$ cat src/rtl/uart_trans_if.sv
// Transmit-side handshake bundle for uart_trans: baud tick, request/data in,
// done/busy/serial line out.
interface uart_trans_if #(
    parameter int DataBits = 8
);
    logic                sTick;
    logic                txStart;
    logic [DataBits-1:0] dIn;
    logic                txDoneTick;
    logic                busy;
    logic                tx;

    modport master (
        output sTick, txStart, dIn,
        input  txDoneTick, busy, tx
    );

    modport slave (
        input  sTick, txStart, dIn,
        output txDoneTick, busy, tx
    );
endinterface

$ cat src/rtl/uart_trans.sv
// UART transmitter: one 8N1 frame per accepted request, paced by a 16x sTick.
// Define UART_TX_PARITY_EN to insert an even-parity bit between data and stop.
module uart_trans #(
    parameter int DataBits = 8,
    parameter int SbTick   = 16
) (
    input logic         clk_i,
    input logic         reset_ni,
    uart_trans_if.slave txIf
);

`ifdef UART_TX_PARITY_EN
    typedef enum logic [2:0] {Idle, Start, Data, Parity, Stop} state_e;
`else
    typedef enum logic [1:0] {Idle, Start, Data, Stop} state_e;
`endif

    localparam logic [4:0] BitLastTick  = 5'd15;
    localparam logic [4:0] StopLastTick = 5'(SbTick - 1);
    localparam logic [2:0] LastBit      = 3'(DataBits - 1);

    state_e              state_q, state_d;
    logic [4:0]          sReg_q, sReg_d;
    logic [2:0]          nReg_q, nReg_d;
    logic [DataBits-1:0] bReg_q, bReg_d;
    logic                txReg_q, txReg_d;
    logic                txDone;
`ifdef UART_TX_PARITY_EN
    logic                parity_q, parity_d;
`endif

    always_ff @(posedge clk_i or negedge reset_ni) begin
        if (!reset_ni) begin
            state_q  <= Idle;
            sReg_q   <= '0;
            nReg_q   <= '0;
            bReg_q   <= '0;
            txReg_q  <= 1'b1;
`ifdef UART_TX_PARITY_EN
            parity_q <= 1'b0;
`endif
        end else begin
            state_q  <= state_d;
            sReg_q   <= sReg_d;
            nReg_q   <= nReg_d;
            bReg_q   <= bReg_d;
            txReg_q  <= txReg_d;
`ifdef UART_TX_PARITY_EN
            parity_q <= parity_d;
`endif
        end
    end

    // The line value is computed from the current state and registered, so tx
    // trails the state by exactly one clock and is glitch-free at the pin.
    always_comb begin
        state_d  = state_q;
        sReg_d   = sReg_q;
        nReg_d   = nReg_q;
        bReg_d   = bReg_q;
        txReg_d  = 1'b1;
        txDone   = 1'b0;
`ifdef UART_TX_PARITY_EN
        parity_d = parity_q;
`endif
        case (state_q)
            Idle: begin
                txReg_d = 1'b1;
                if (txIf.txStart) begin
                    bReg_d  = txIf.dIn;
                    sReg_d  = '0;
                    state_d = Start;
`ifdef UART_TX_PARITY_EN
                    parity_d = ^txIf.dIn;
`endif
                end
            end
            Start: begin
                txReg_d = 1'b0;
                if (txIf.sTick) begin
                    if (sReg_q == BitLastTick) begin
                        sReg_d  = '0;
                        nReg_d  = '0;
                        state_d = Data;
                    end else begin
                        sReg_d = sReg_q + 5'd1;
                    end
                end
            end
            Data: begin
                txReg_d = bReg_q[0];
                if (txIf.sTick) begin
                    if (sReg_q == BitLastTick) begin
                        sReg_d = '0;
                        bReg_d = bReg_q >> 1;
                        if (nReg_q == LastBit) begin
`ifdef UART_TX_PARITY_EN
                            state_d = Parity;
`else
                            state_d = Stop;
`endif
                        end else begin
                            nReg_d = nReg_q + 3'd1;
                        end
                    end else begin
                        sReg_d = sReg_q + 5'd1;
                    end
                end
            end
`ifdef UART_TX_PARITY_EN
            Parity: begin
                txReg_d = parity_q;
                if (txIf.sTick) begin
                    if (sReg_q == BitLastTick) begin
                        sReg_d  = '0;
                        state_d = Stop;
                    end else begin
                        sReg_d = sReg_q + 5'd1;
                    end
                end
            end
`endif
            Stop: begin
                txReg_d = 1'b1;
                if (txIf.sTick) begin
                    if (sReg_q == StopLastTick) begin
                        txDone  = 1'b1;
                        state_d = Idle;
                    end else begin
                        sReg_d = sReg_q + 5'd1;
                    end
                end
            end
            default: begin
                state_d = Idle;
            end
        endcase
    end

    assign txIf.txDoneTick = txDone;
    assign txIf.busy       = (state_q != Idle);
    assign txIf.tx         = txReg_q;

endmodule

$ cat src/flat_wrapper.sv
// flat-port wrapper written by rule: the top's interface ports become plain ports
module uart_trans_flat 
#(
    parameter int DataBits = 8,
    parameter int SbTick   = 16
)
  (clk_i, reset_ni, txIf_sTick, txIf_txStart, txIf_dIn, txIf_txDoneTick, txIf_busy, txIf_tx);
  uart_trans_if #(.DataBits(DataBits)) txIf_i ();
  input logic clk_i;
  input logic reset_ni;
  input wire logic [$bits(txIf_i.sTick)-1:0] txIf_sTick;
  input wire logic [$bits(txIf_i.txStart)-1:0] txIf_txStart;
  input wire logic [$bits(txIf_i.dIn)-1:0] txIf_dIn;
  output wire logic [$bits(txIf_i.txDoneTick)-1:0] txIf_txDoneTick;
  output wire logic [$bits(txIf_i.busy)-1:0] txIf_busy;
  output wire logic [$bits(txIf_i.tx)-1:0] txIf_tx;
  assign txIf_i.sTick = txIf_sTick;
  assign txIf_i.txStart = txIf_txStart;
  assign txIf_i.dIn = txIf_dIn;
  assign txIf_txDoneTick = txIf_i.txDoneTick;
  assign txIf_busy = txIf_i.busy;
  assign txIf_tx = txIf_i.tx;
  uart_trans #(.DataBits(DataBits), .SbTick(SbTick)) u_core (.clk_i(clk_i), .reset_ni(reset_ni), .txIf(txIf_i));
endmodule
$ cat config.mk
export PLATFORM = sky130hd
export DESIGN_NAME = uart_trans_flat
export DESIGN_NICKNAME = d
export VERILOG_FILES = /design/src/rtl/uart_trans_if.sv /design/src/rtl/uart_trans.sv /design/src/flat_wrapper.sv
export SDC_FILE = /design/constraint.sdc
export NUM_CORES = 1
export LEC_CHECK = 0
export CORE_ASPECT_RATIO = 1.2
export CORE_MARGIN = 2
export CORE_UTILIZATION = 45
export CTS_CLUSTER_DIAMETER = 40
export DETAILED_ROUTE_END_ITERATION = 7
export PLACE_DENSITY = 0.67
export RECOVER_POWER = 25
export SYNTH_ARGS = -nofsm -noshare
export SYNTH_HDL_FRONTEND = slang
export SYNTH_SLANG_ARGS = --single-unit
$ cat constraint.sdc
create_clock -name clk_i -period 2.3 [get_ports clk_i]
set_clock_uncertainty 0.05 [all_clocks]
set_input_delay 0.46 -clock clk_i [delete_from_list [all_inputs] [get_ports clk_i]]
set_output_delay 0.46 -clock clk_i [all_outputs]
set_load 0.01 [all_outputs]
==> results of run 1 <==
==> per-layer routing <==
| metal | vias to the layer above | wire (um) | track usage (%) |
|---|---|---|---|
| met5 | - | 0 | 0 |
| met4 | 0 | 53 | 8.33 |
| li1 | 465 | - | - |
| met2 | 13 | 1200 | 33.5 |
| met3 | 5 | 52 | 2.28 |
| met1 | 461 | 1080 | 22.7 |
==> repair_timing <==
action	in CTS	in global routing
endpoints found under the setup margin	1	1
gates cloned	0	0
hold endpoints to repair	0	0
buffers inserted	0	0
gates resized for setup	2	1
==> state kept, by name, summed over array words and instances (netlist names) <==
name,count
u_core.sReg_q,5
u_core.txIf.tx,1
u_core.nReg_q,3
u_core.state_q,2
u_core.bReg_q,8
==> worst min path at each step <==
stage	startpoint	end	depth (start not counted)
6_report	u_core.sReg_q[0]	u_core.sReg_q[0]	1
5_1_grt	u_core.bReg_q[7]	u_core.bReg_q[7]	1
4_1_cts	reset_ni	u_core.state_q[1]	2
3_5_place_dp	u_core.bReg_q[7]	u_core.bReg_q[7]	1
3_3_place_gp	u_core.bReg_q[7]	u_core.bReg_q[7]	1
2_1_floorplan	reset_ni	u_core.bReg_q[0]	0
==> kinds of logic after synthesis <==
logic type | after synthesis | share of synthesized area (%)
flops | 19 | 42.3
fa+ha+maj | 9 | 10.0
buf+inv | 11 | 4.33
xor+xnor | 1 | 0.778
simple gates | 30 | 15.6
mux | 4 | 4.11
compound gates | 38 | 22.9
==> per-stage QoR <==
| step | hold WS (ps) | utilization [%] | power, uW | area, um^2 |
|---|---|---|---|---|
| after CTS | 434 | 58.2 | 1640 | 1360 |
| after global placement | 431 | 57.0 | 1430 | 1330 |
| after detailed placement | 456 | 57.0 | 1460 | 1330 |
| after global routing | 503 | 58.1 | 1800 | 1350 |
| final | 479 | 58.1 | 1640 | 1350 |
| after floorplan | 114 | - | 1250 | 1130 |
==> power by group <==
| group | switching, uW | internal [uW] | leakage [uW] |
|---|---|---|---|
| clock network | 103 | 67.7 | 0.0000150 |
| registers | 107 | 470 | 0.000237 |
| logic | 482 | 415 | 0.000365 |
==> critical path, stage by stage, from the launching register on <==
cell	delay (ps)
dfrtp_1	420
inv_1	130
ha_2	260
inv_1	70
clkdlybuf4s50_1	470
==> cell usage after synthesis <==
cell	n	area share [%]
nor2_1	5	1.7
dfstp_2	1	2.3
nor2b_1	2	1.1
nand2_1	6	2.0
xnor2_1	1	0.78
dfrtp_1	18	40
a41o_1	1	0.89
o31ai_1	1	0.67
a31oi_1	2	1.1
o21ai_0	2	0.89
and2b_1	1	0.67
nand4_1	2	1.1
nor2_2	1	0.56
nand4b_2	1	1.3
ha_1	9	10
a21oi_1	8	3.6
and4b_1	1	0.89
mux2_4	1	1.3
mux2i_1	2	1.8
o22ai_1	14	7.8
a32o_2	1	1.0
nand3_1	6	2.7
o211ai_1	2	1.3
inv_2	1	0.33
nand3_2	1	0.89
nor3_1	1	0.44
a22o_1	3	2.3
clkbuf_1	2	0.67
inv_1	6	2.0
nor4_2	1	1.1
nand2_2	1	0.56
buf_4	2	1.3
o22ai_2	1	1.1
mux2_2	1	1.0
a32o_1	2	1.8
nand2b_1	1	0.56
o21ai_1	1	0.44
==> layout make-up <==
| cell class | count | area [um^2] |
|---|---|---|
| Inverter | 7 | 26.3 |
| Tap cell | 31 | 38.8 |
| Multi-Input combinational cell | 82 | 606 |
| Clock buffer | 4 | 26.3 |
| Timing Repair Buffer | 20 | 180 |
| Sequential cell | 19 | 477 |
| Fill cell | 226 | 976 |
==> flow_summary.json, run 1 <==
{
  "status": "complete, no violations",
  "ir_drop_mv": 0.782,
  "ios": 15,
  "tightest_slew_ps": 1030,
  "crit_type": "flip-flop to output pin",
  "cts_made_buffers": 3,
  "fin_nets": 154,
  "ys_seq_area_share_pct": 42.3,
  "viasPerCell": 5.79,
  "final_common_cell": "dfrtp_1",
  "tns_ps": 0,
  "fmax_mhz": 461,
  "syn_inst": 112,
  "grt_antenna_before_repair": 0,
  "routabilityCongestion": 0.770,
  "slew_viol_final": 0,
  "first_global_vias": 929,
  "htreeDepth": 1,
  "rsz0062_at_grt": "no",
  "setup_viol": 0,
  "ctsHoldBuffers": 0,
  "path_clk_slew_ps": 100,
  "setup_slack_ps": 132,
  "grt_overflow_total": 0,
  "postRouteAntennaNets": 0,
  "cp_max_fo": 5,
  "r2r_cells": 6,
  "p_leak_uw": 0.000617,
  "insertion_delay_ps": 300,
  "hold_path_class": "flip-flop to flip-flop",
  "drt_wl_total_um": 2380,
  "fin_cells": 163,
  "fp.dieW_um": 49.7,
  "syn_to_final_growth_pct": 20.2,
  "drc": 0,
  "synth.distinct_cells": 37,
  "max_slew_margin_pct": 31.6,
  "grt_util_all_layers_pct": 18.8,
  "grt_pass1_wl_um": 4170,
  "period_needed_ps": 2170,
  "endpoint": "txIf_busy",
  "mostFrequentLayoutCells": "18 x dfrtp_1, 14 x o22ai_1, 12 x clkdlybuf4s50_1",
  "vias": 944,
  "fp-row-count": 19,
  "cts_tree": "built",
  "dp.cells": 159,
  "antenna_cells": 0,
  "avgSynthCellArea_um2": 10.1,
  "yosys_warnings": 0,
  "ys_ff_latch": 19,
  "fin_crit_sh_pct": 94.3,
  "die_area_um2": 2920,
  "drtPass1Iterations": 4,
  "cts_root_buffer": "clkbuf_4",
  "clockBufferDepth": 2,
  "drv_cap": 0,
  "core-area_um2": 2330,
  "grt_max_degree": 20,
  "startpoint_type": "flip-flop",
  "startpoint": "u_core.state_q[0]",
  "cp_data_required_time_ps": 1790,
  "drt_iter0_markers": 20,
  "clock-sinks": 19,
  "hpwl_um": 1770,
  "syn_area_um2": 1130,
  "power_density_nw_per_um2": 1210,
  "drive_above_1_share_pct": 15.9,
  "critPathArrivalTime_ps": 1660,
  "reg2reg_from": "u_core.nReg_q[1]",
  "start_util_pct": 48.3,
  "pre_cts_ws_ps": 83.6,
  "critPathCaptureType": "output pin",
  "die_h_um": 58.8,
  "r2r_setup_slack_ps": 450,
  "hold_viol": 0,
  "wire_per_inst_um": 14.6,
  "io_buffers": 14,
  "syn_nets": 133,
  "r2r-end": "u_core.state_q[1]"
}
No activity file was read; power rests on OpenSTA's default activity.
==> run 2, diff against run 1 <==
GPL_TIMING_DRIVEN = 0   (was default)
==> flow_summary.json, run 2 (synthesized netlist as in run 1, its figures left out) <==
{
  "status": "complete, no violations",
  "drv_cap": 0,
  "ff_latch_area_um2": 477,
  "largestRegisters": "u_core.bReg_q (8), u_core.sReg_q (5), u_core.nReg_q (3)",
  "io_buffers": 14,
  "antenna_cells": 0,
  "drc": 0,
  "dp.cells": 157,
  "grt_max_degree": 20,
  "final_common_cell": "dfrtp_1",
  "start_util_pct": 48.3,
  "syn_to_final_growth_pct": 19.2,
  "tightest_slew_ps": 847,
  "viasPerCell": 5.91,
  "clockBufferDepth": 2,
  "hpwl_um": 1820,
  "fin_nets": 152,
  "fin_area_um2": 1340,
  "die_area_um2": 2920,
  "gr-usage-met3_pct": 2.79,
  "mostFrequentLayoutCells": "18 x dfrtp_1, 14 x o22ai_1, 11 x clkdlybuf4s50_1",
  "slew_viol_final": 0,
  "cts_made_buffers": 3,
  "clock-sinks": 19,
  "wire_per_inst_um": 15.6,
  "path_clk_slew_ps": 110,
  "top_register": "u_core.bReg_q",
  "crit_type": "flip-flop to output pin",
  "routabilityCongestion": 0.863,
  "grt_overflow_total": 0,
  "grt_pass1_wl_um": 4440,
  "multi_input_area_um2": 614,
  "fmax_mhz": 466,
  "ir_drop_mv": 0.906,
  "cp_max_fo": 5,
  "postPlaceCellArea_um2": 1310,
  "max_slew_margin_pct": 43.3,
  "cts_root_buffer": "clkbuf_4",
  "cts_tree": "built",
  "use_met1_pct": 23.3,
  "hold_viol": 0,
  "core-area_um2": 2330,
  "vias": 952,
  "power_density_nw_per_um2": 1230,
  "startpoint_type": "flip-flop",
  "fillers": 243,
  "critPathArrivalTime_ps": 1640,
  "die_h_um": 58.8,
  "fp-row-count": 19,
  "rsz0062_at_grt": "no",
  "drtPass1Iterations": 4,
  "use_met2_pct": 35.8,
  "grt_antenna_before_repair": 0,
  "period_needed_ps": 2150,
  "critPathCaptureType": "output pin",
  "r2r_setup_slack_ps": 390,
  "setup_viol": 0,
  "largest_reg_flops": 8,
  "fp.dieW_um": 49.7,
  "insertion_delay_ps": 290,
  "fin_cells": 161,
  "drive_above_1_share_pct": 13.8,
  "drt_wl_total_um": 2520,
  "ios": 15,
  "postRouteAntennaNets": 0,
  "hold_path_class": "flip-flop to flip-flop",
  "tns_ps": 0,
  "p_leak_uw": 0.000622,
  "grt_util_all_layers_pct": 19.4,
  "htreeDepth": 1,
  "fin_crit_sh_pct": 93.4,
  "cp_data_required_time_ps": 1790,
  "first_global_vias": 996,
  "drt_iter0_markers": 24,
  "top_usage_layer": "met2"
}
[run 2: power by group]
part	total (uW)	switching (uW)	internal, uW	leakage [uW]
Combinational	906	496	410	0.000369
Sequential	582	112	470	0.000237
Clock	166	98.8	67.3	0.0000150
Total	1650	706	947	0.000622
[run 2: path summary, 6_finish.rpt]
path                                   start                end  cells after the start
setup / recovery           u_core.state_q[0]          txIf_busy                      4
hold / removal              u_core.bReg_q[7]   u_core.bReg_q[7]                      1
setup reg to reg           u_core.state_q[1]   u_core.sReg_q[0]                      7
hold reg to reg             u_core.bReg_q[7]   u_core.bReg_q[7]                      1
max in group asynchronous           reset_ni  u_core.state_q[0]                      1
min in group asynchronous           reset_ni   u_core.bReg_q[1]                      1
[run 2: through the flow]
stage / utilization, % / worst slack (ps) / total power (uW) / hold WS (ps)
after floorplan: - / 571 / 1250 / 114
after global routing: 57.6 / 32.3 / 1800 / 484
after CTS: 57.5 / 74.2 / 1650 / 462
after detailed placement: 56.0 / -136 / 1480 / 437
final: 57.6 / 153 / 1650 / 461
after global placement: 56.0 / -146 / 1440 / 437
[run 2: repair_timing]
action,CTS,global route
gates resized for setup,4,1
endpoints found under the setup margin,1,1
setup buffers,0,0
hold buffers,0,0
[run 2: routing by layer]
metal	routed length, um	vias to the layer above
met5	0	-
met4	19	0
met1	1180	474
li1	-	462
met3	68	2
met2	1250	14
[run 2: layout make-up]
cell class | count | area share [%]
Clock buffer | 4 | 1.96
Buffer | 4 | 1.68
Sequential cell | 19 | 35.5
Multi-Input combinational cell | 82 | 45.8
Tap cell | 31 | 2.89
Inverter | 7 | 1.96
Timing Repair Buffer | 14 | 10.3
[run 2: worst max-delay path, cell delays in order, from the launching register on]
cell and delay [ps]:
dfrtp_1 420, inv_1 140, ha_2 250, inv_1 70, clkdlybuf4s50_1 470
